### config.mk
export PLATFORM = sky130hd
export DESIGN_NAME = ln_cmd_scheduler
export DESIGN_NICKNAME = d
export VERILOG_FILES = /design/src/rtl/ln_sched_pkg.sv /design/src/rtl/ln_addr_walker.sv /design/src/rtl/ln_cmd_scheduler.sv
export SDC_FILE = /design/constraint.sdc
export NUM_CORES = 2
export LEC_CHECK = 0
export BUFFER_PORTS_ARGS = -buffer_cell sky130_fd_sc_hd__buf_2
export CORE_MARGIN = 5
export CORE_UTILIZATION = 26
export CTS_BUF_LIST = sky130_fd_sc_hd__clkbuf_8 sky130_fd_sc_hd__clkbuf_16
export DETAILED_ROUTE_END_ITERATION = 10
export MAX_ROUTING_LAYER = met4
export PLACE_DENSITY = 0.49
export SYNTH_ARGS = -nofsm -noshare
export SYNTH_HDL_FRONTEND = slang
export SYNTH_SLANG_ARGS = --single-unit
### constraint.sdc
create_clock -name clk -period 22.5 [get_ports clk]
set_input_delay 2.25 -clock clk [delete_from_list [all_inputs] [get_ports clk]]
set_output_delay 2.25 -clock clk [all_outputs]
set_load 0.03 [all_outputs]
### src/rtl/ln_sched_pkg.sv
// rtl/ln_sched_pkg.sv - shared state, tag and bus constants for the LN command scheduler
package ln_sched_pkg;

    typedef enum logic [2:0] {
        IDLE,
        WT_RD,
        ST_RD,
        ST_WAIT,
        NM,
        WB_WAIT,
        FIN
    } state_e;

    // rd_tag encodings seen by the DMA read queue
    localparam logic [1:0] TAG_WT = 2'd0;
    localparam logic [1:0] TAG_ST = 2'd1;
    localparam logic [1:0] TAG_NM = 2'd2;

    // Weight words are fetched as whole AXI data beats
    localparam int AXI_DAT_WIDTH  = 512;
    localparam int AXI_WORD_BYTES = AXI_DAT_WIDTH / 8;

endpackage

### src/rtl/ln_addr_walker.sv
// rtl/ln_addr_walker.sv - incremental base/row/group address pointer with group counter
module ln_addr_walker
    import ln_sched_pkg::*;
#(
    parameter int AW = 32,
    parameter int CW = 16
) (
    input  logic          clk,
    input  logic          rst,
    input  logic          load_i,
    input  logic [AW-1:0] base_i,
    input  logic [AW-1:0] surf_i,
    input  logic [AW-1:0] line_i,
    input  logic [CW-1:0] count_i,
    input  logic          rewind_i,
    input  logic          restart_i,
    input  logic          advance_i,
    input  logic          row_step_i,
    output logic [AW-1:0] addr_o,
    output logic          last_o
);

    logic [AW-1:0] base_q, base_d;
    logic [AW-1:0] surf_q, surf_d;
    logic [AW-1:0] line_q, line_d;
    logic [CW-1:0] cnt_max_q, cnt_max_d;
    logic [AW-1:0] row_q, row_d;
    logic [AW-1:0] ptr_q, ptr_d;
    logic [CW-1:0] cnt_q, cnt_d;

    // Next pointer state: job load wins, then rewind to base, then row/group stepping
    always_comb begin
        base_d    = base_q;
        surf_d    = surf_q;
        line_d    = line_q;
        cnt_max_d = cnt_max_q;
        row_d     = row_q;
        ptr_d     = ptr_q;
        cnt_d     = cnt_q;
        if (load_i) begin
            base_d    = base_i;
            surf_d    = surf_i;
            line_d    = line_i;
            cnt_max_d = count_i;
            row_d     = base_i;
            ptr_d     = base_i;
            cnt_d     = '0;
        end else if (rewind_i) begin
            row_d = base_q;
            ptr_d = base_q;
            cnt_d = '0;
        end else begin
            if (row_step_i) begin
                row_d = row_q + line_q;
            end
            if (restart_i) begin
                ptr_d = row_q;
                cnt_d = '0;
            end else if (advance_i) begin
                ptr_d = ptr_q + surf_q;
                cnt_d = cnt_q + CW'(1);
            end
        end
    end

    // Pointer and counter registers
    always_ff @(posedge clk or posedge rst) begin
        if (rst) begin
            base_q    <= '0;
            surf_q    <= '0;
            line_q    <= '0;
            cnt_max_q <= '0;
            row_q     <= '0;
            ptr_q     <= '0;
            cnt_q     <= '0;
        end else begin
            base_q    <= base_d;
            surf_q    <= surf_d;
            line_q    <= line_d;
            cnt_max_q <= cnt_max_d;
            row_q     <= row_d;
            ptr_q     <= ptr_d;
            cnt_q     <= cnt_d;
        end
    end

    assign addr_o = ptr_q;
    assign last_o = (cnt_q == (cnt_max_q - CW'(1)));

endmodule

### src/rtl/ln_cmd_scheduler.sv
// rtl/ln_cmd_scheduler.sv - turns one LN job into weight/stats/normalize DMA commands
module ln_cmd_scheduler
    import ln_sched_pkg::*;
#(
    parameter int AW = 32,
    parameter int CW = 16
) (
    input  logic          clk,
    input  logic          rst,
    input  logic          start,
    input  logic          cfg_rms,
    input  logic [CW-1:0] cfg_pixels,
    input  logic [CW-1:0] cfg_ch_groups,
    input  logic [CW-1:0] cfg_wt_beats,
    input  logic [AW-1:0] cfg_wt_base,
    input  logic [AW-1:0] cfg_in_base,
    input  logic [AW-1:0] cfg_out_base,
    input  logic [AW-1:0] cfg_in_surf,
    input  logic [AW-1:0] cfg_in_line,
    input  logic [AW-1:0] cfg_out_surf,
    input  logic [AW-1:0] cfg_out_line,
    output logic          rd_valid,
    input  logic          rd_ready,
    output logic [AW-1:0] rd_addr,
    output logic [1:0]    rd_tag,
    output logic          wr_valid,
    input  logic          wr_ready,
    output logic [AW-1:0] wr_addr,
    output logic          st_start,
    input  logic          st_done,
    input  logic          wb_done,
    output logic          ln_mode,
    output logic          busy,
    output logic          done
);

    state_e        state_q, state_d;
    logic          st_first_q;
    logic          rd_done_q, rd_done_d;
    logic          wr_done_q, wr_done_d;
    logic [CW-1:0] pix_q, pix_d;
    logic [CW-1:0] pix_max_q;
    logic          ln_mode_q;
    logic          done_q;

    logic          job_load;
    logic          rewind;
    logic          wt_adv;
    logic          in_restart, in_adv;
    logic          out_restart, out_adv;
    logic          row_step;
    logic [AW-1:0] wt_addr, in_addr, out_addr;
    logic          wt_last, in_last, out_last;

    logic          rd_valid_c, wr_valid_c;
    logic [AW-1:0] rd_addr_c, wr_addr_c;
    logic [1:0]    rd_tag_c;

    assign job_load = (state_q == IDLE) && start;

    ln_addr_walker #(.AW(AW), .CW(CW)) u_wt_walk (
        .clk        (clk),
        .rst        (rst),
        .load_i     (job_load),
        .base_i     (cfg_wt_base),
        .surf_i     (AW'(AXI_WORD_BYTES)),
        .line_i     ('0),
        .count_i    (cfg_wt_beats),
        .rewind_i   (rewind),
        .restart_i  (1'b0),
        .advance_i  (wt_adv),
        .row_step_i (1'b0),
        .addr_o     (wt_addr),
        .last_o     (wt_last)
    );

    ln_addr_walker #(.AW(AW), .CW(CW)) u_in_walk (
        .clk        (clk),
        .rst        (rst),
        .load_i     (job_load),
        .base_i     (cfg_in_base),
        .surf_i     (cfg_in_surf),
        .line_i     (cfg_in_line),
        .count_i    (cfg_ch_groups),
        .rewind_i   (rewind),
        .restart_i  (in_restart),
        .advance_i  (in_adv),
        .row_step_i (row_step),
        .addr_o     (in_addr),
        .last_o     (in_last)
    );

    ln_addr_walker #(.AW(AW), .CW(CW)) u_out_walk (
        .clk        (clk),
        .rst        (rst),
        .load_i     (job_load),
        .base_i     (cfg_out_base),
        .surf_i     (cfg_out_surf),
        .line_i     (cfg_out_line),
        .count_i    (cfg_ch_groups),
        .rewind_i   (rewind),
        .restart_i  (out_restart),
        .advance_i  (out_adv),
        .row_step_i (row_step),
        .addr_o     (out_addr),
        .last_o     (out_last)
    );

    // Next state, command outputs and walker strobes
    always_comb begin
        state_d     = state_q;
        rd_done_d   = rd_done_q;
        wr_done_d   = wr_done_q;
        pix_d       = pix_q;
        rd_valid_c  = 1'b0;
        rd_addr_c   = '0;
        rd_tag_c    = TAG_WT;
        wr_valid_c  = 1'b0;
        wr_addr_c   = '0;
        rewind      = 1'b0;
        wt_adv      = 1'b0;
        in_restart  = 1'b0;
        in_adv      = 1'b0;
        out_restart = 1'b0;
        out_adv     = 1'b0;
        row_step    = 1'b0;
        case (state_q)
            IDLE: begin
                if (start) begin
                    pix_d = '0;
                    if (cfg_pixels == '0) begin
                        state_d = FIN;
                    end else if (cfg_wt_beats == '0) begin
                        state_d = ST_RD;
                    end else begin
                        state_d = WT_RD;
                    end
                end
            end
            WT_RD: begin
                rd_valid_c = 1'b1;
                rd_addr_c  = wt_addr;
                rd_tag_c   = TAG_WT;
                if (rd_ready) begin
                    wt_adv = 1'b1;
                    if (wt_last) begin
                        state_d = ST_RD;
                    end
                end
            end
            ST_RD: begin
                // First cycle only rewinds the group pointer to the row; reads start next cycle
                if (st_first_q) begin
                    in_restart = 1'b1;
                end else begin
                    rd_valid_c = 1'b1;
                    rd_addr_c  = in_addr;
                    rd_tag_c   = TAG_ST;
                    if (rd_ready) begin
                        in_adv = 1'b1;
                        if (in_last) begin
                            state_d = ST_WAIT;
                        end
                    end
                end
            end
            ST_WAIT: begin
                if (st_done) begin
                    in_restart  = 1'b1;
                    out_restart = 1'b1;
                    rd_done_d   = 1'b0;
                    wr_done_d   = 1'b0;
                    state_d     = NM;
                end
            end
            NM: begin
                if (!rd_done_q) begin
                    rd_valid_c = 1'b1;
                    rd_addr_c  = in_addr;
                    rd_tag_c   = TAG_NM;
                    if (rd_ready) begin
                        in_adv = 1'b1;
                        if (in_last) begin
                            rd_done_d = 1'b1;
                        end
                    end
                end
                if (!wr_done_q) begin
                    wr_valid_c = 1'b1;
                    wr_addr_c  = out_addr;
                    if (wr_ready) begin
                        out_adv = 1'b1;
                        if (out_last) begin
                            wr_done_d = 1'b1;
                        end
                    end
                end
                if (rd_done_d && wr_done_d) begin
                    state_d = WB_WAIT;
                end
            end
            WB_WAIT: begin
                if (wb_done) begin
                    row_step = 1'b1;
                    pix_d    = pix_q + CW'(1);
                    if (pix_d == pix_max_q) begin
                        state_d = FIN;
                    end else begin
                        state_d = ST_RD;
                    end
                end
            end
            FIN: begin
                // Park the pointers on their bases between jobs
                rewind  = 1'b1;
                state_d = IDLE;
            end
            default: begin
                state_d = IDLE;
            end
        endcase
    end

    // FSM state, per-pixel progress and NM channel completion flags
    always_ff @(posedge clk or posedge rst) begin
        if (rst) begin
            state_q    <= IDLE;
            st_first_q <= 1'b0;
            rd_done_q  <= 1'b0;
            wr_done_q  <= 1'b0;
            pix_q      <= '0;
            done_q     <= 1'b0;
        end else begin
            state_q    <= state_d;
            st_first_q <= (state_d == ST_RD) && (state_q != ST_RD);
            rd_done_q  <= rd_done_d;
            wr_done_q  <= wr_done_d;
            pix_q      <= pix_d;
            done_q     <= (state_q == FIN);
        end
    end

    // Job-level config captured on an accepted start
    always_ff @(posedge clk or posedge rst) begin
        if (rst) begin
            pix_max_q <= '0;
            ln_mode_q <= 1'b0;
        end else if (job_load) begin
            pix_max_q <= cfg_pixels;
            ln_mode_q <= cfg_rms;
        end
    end

    assign rd_valid = rd_valid_c;
    assign rd_addr  = rd_addr_c;
    assign rd_tag   = rd_tag_c;
    assign wr_valid = wr_valid_c;
    assign wr_addr  = wr_addr_c;
    assign st_start = (state_q == ST_RD) && st_first_q;
    assign ln_mode  = ln_mode_q;
    assign busy     = (state_q != IDLE);
    assign done     = done_q;

endmodule
==> impl_metrics.tcl <==
set metrics [dict create \
    synth_adder_area_share_pct 5.76 \
    synth_top_family_by_area "simple AND/OR/NAND/NOR gates" \
    start_kind "flip-flop" \
    slowest_stage "nor2_2" \
    p_leak_nw 16.9 \
    layout.nets 4322 \
    fin_crit_ps 5330 \
    relSlewSlack_pct 24.7 \
    synth_top_area_share_pct 42.1 \
    finalSetupViolations 0 \
    ys_ff_latch 505 \
    synth_cell_types 86 \
    fin_crit_sh_pct 23.7 \
    cap_violations 0 \
    finalWirelength_mm 110 \
    worstPathMaxFanout 33 \
    async_flop_share_pct 100 \
    cts.repair.resized 0 \
    final_area_mm2 0.0354 \
    grt_pass1_wl_mm 164 \
    cpPeakStageDelay_ps 830 \
    worstPathCellList "or3b_1 -> nor2_2 -> and2_1 -> buf_2" \
    layout-drive-gt1-share_pct 13.4 \
    viasPerCell 4.91 \
    hold_violations 0 \
    numCtsBuffers 61 \
    synth_area_mm2 0.0301 \
    crit_path_start "state_q[2]$_DFF_PP0_" \
    worstSetupEndpoint "wr_addr[14]" \
    portBuffers 351 \
    synth.most_common_cell "nand2_1" \
    arrival_ps 3080 \
    fin_worst_skew_ps 30.6 \
    grt_pass1_vias 26200 \
    whs_ps 471 \
    path_class "reg -> out" \
    synth_ff_type "dfrtp_1" \
    io_pins 352 \
    area_growth_pct 17.9 \
    ctsHoldBuffers 0 \
    drt_iter0_markers 1796 \
    cts_tree "done" \
    max_freq_mhz 188 \
    powerDensity_mw_per_mm2 168 \
    clkSinkCount 505 \
    r2r_cells 10 \
    grt_max_degree 194 \
    place_congestion 0.882 \
    dieArea_mm2 0.122 \
    clk_latency_ps 670 \
    dr.pass1.iters 5 \
    fin_tns_setup_ps 0 \
    final_antenna_net_count 0 \
    dp_hpwl_mm 80.1 \
    critPathTopFamily "simple AND/OR/NAND/NOR gates" \
    max_slew.worst_pin.slew_ps 1130 \
    h-tree-depth 2 \
    synth_edf_count 0 \
    synth_area_leader_cell "dfrtp_1" \
    cp.required_ps 20250 \
    synth_xor_area_share_pct 7.20 \
    clk_pin_slew_worst_paths_ps 60 \
    synth_nets 4058 \
    critPathCaptureType "output pin" \
    synth-simple-area-share_pct 23.7 \
    min_path_type "reg -> reg" \
    irDropWorstVdd_mv 0.0843 \
    r2r_end "u_in_walk.addr_o[27]$_DFFE_PP0P_" \
    postPlaceCellArea_mm2 0.0333 \
    drcViolationCount 0 \
    rrSetupSlack_ps 18260 \
    globalRouteOverflowTotal 0 \
    die_w_um 350 \
    syn_avg_cell_area_um2 8.25 \
    start_util_pct 26.2 \
    synth_mux_area_share_pct 0.346 \
    vias 26900 \
    fp-row-count 124 \
    yosys_warnings 0 \
    yosysSeqAreaShare_pct 42.1 \
    clockBufferDepth 3 \
    slew_viol_final 0 \
    syn_inst 3642 \
    postCtsSetupRepairBufs 0 \
    status "complete, no violations" \
    yosys-top-cells-area "dfrtp_1 (42%), nand2_1 (13%), ha_1 (5.5%)" \
    root_buffer "clkbuf_16" \
    core_mm2 0.115 \
    netlist_top_cells_count "nand2_1 (1053), dfrtp_1 (505), nor2_1 (283), a21oi_1 (190), o21ai_0 (183)" \
    rsz0062_at_grt "no" \
    grt_use_total_pct 17.9 \
    crit_buf_inv 1 \
    synth-compound-area-share_pct 17.9 \
    routedWlPerCell_um 20.0 \
    path_depth 4 \
    dieHeight_um 350 \
    r2r_start "state_q[0]$_DFF_PP0_" \
    antenna_found_initial 38 \
]
-- sequential cells by signal (all words and copies together) (netlist names), 3 cells and up --
register              flops
pix_max_q                16
u_out_walk.line_q        32
u_out_walk.surf_q        32
u_wt_walk.addr_o         32
u_out_walk.base_q        32
u_in_walk.addr_o         32
u_wt_walk.base_q         32
u_out_walk.cnt_max_q     16
u_in_walk.line_q         32
pix_q                    16
u_out_walk.row_q         32
u_in_walk.surf_q         32
u_wt_walk.cnt_q          16
state_q                   3
u_wt_walk.cnt_max_q      16
u_in_walk.cnt_q          16
u_in_walk.row_q          32
u_out_walk.addr_o        32
u_out_walk.cnt_q         16
u_in_walk.base_q         32
-- area by class of cell --
cell class	instances	area (µm²)
well taps	1512	1890
fillers	12300	79100
repair buffers	382	2030
flip-flops and latches	505	12600
inverters	64	248
diodes	16	40.0
clock buffers	76	1740
clock inverters	37	295
multi-input cells	2892	16500
-- cell families after synthesis --
group,count (synthesis)
adder cells (fa/ha/maj),136
multiplexers,10
flip-flops,505
AO/OA/AOI/OAI,830
AND/OR/NAND/NOR,1669
XOR/XNOR,247
buffers and inverters,245
-- how the worst min path moves through the flow --
stage / start / to / slack (ps) / depth (start not counted)
final: u_out_walk.base_q[12]$_DFFE_PP0P_ / u_out_walk.base_q[12]$_DFFE_PP0P_ / 470 / 2
after floorplan: u_wt_walk.base_q[0]$_DFFE_PP0P_ / u_wt_walk.base_q[0]$_DFFE_PP0P_ / 440 / 2
after CTS: u_wt_walk.base_q[3]$_DFFE_PP0P_ / u_wt_walk.base_q[3]$_DFFE_PP0P_ / 470 / 2
after detailed placement: u_out_walk.base_q[8]$_DFFE_PP0P_ / u_out_walk.base_q[8]$_DFFE_PP0P_ / 460 / 2
after global placement: u_out_walk.base_q[18]$_DFFE_PP0P_ / u_out_walk.base_q[18]$_DFFE_PP0P_ / 450 / 2
after global routing: u_out_walk.base_q[30]$_DFFE_PP0P_ / u_out_walk.base_q[30]$_DFFE_PP0P_ / 480 / 2
-- routing by layer --
metal  vias to the layer above  share of wire, %  global-route usage, %
met5                         -                 0                      -
met3                       144               5.9                   3.12
met4                         0               2.4                   4.51
li1                      13100                 -                      -
met1                     13000                45                   23.3
met2                       672                47                   28.9
-- per-stage QoR --
stage | util (%) | power [mW] | cells | setup WS [ps]
finish | 30.9 | 5.96 | 5484 | 17170
global route | 30.9 | 6.46 | 5481 | 16920
CTS | 30.9 | 6.01 | 5468 | 17100
detailed placement | 29.1 | 4.96 | 5355 | 17090
global placement | 29.1 | 4.94 | 5355 | 17200
floorplan | - | 4.04 | 3642 | 6150
-- power breakdown --
part / switching, mW / leakage [nW] / internal, mW
clock network: 0.425 / 1.07 / 0.589
logic: 1.94 / 9.60 / 1.29
registers: 0.407 / 6.22 / 1.30
total: 2.77 / 16.9 / 3.19
-- tightest hold or removal path, stage by stage, from the launching register on --
cell	delay [ps]
dfrtp_1	330
nand2_1	50
nand2_1	60
-- cell usage in the layout (no fill, tap or decap), types with 15 or more instances in the layout --
cell type	n
nand2_1	1049
dfrtp_1	505
buf_2	351
nor2_1	278
a21oi_1	190
o21ai_0	183
xnor2_1	139
ha_1	132
xor2_1	108
a31oi_1	83
inv_1	75
nand3_1	62
clkbuf_16	62
a21o_1	51
nand4_1	45
o211ai_1	42
a22oi_1	41
nor3_1	40
and2_1	40
a22o_1	38
a21boi_0	30
buf_4	28
or3_1	26
nand2b_1	20
and3_1	20
o21bai_1	19
nor4_1	18
diode_2	16
a211oi_1	15
Note: power is estimated with default switching activity, not from simulation.
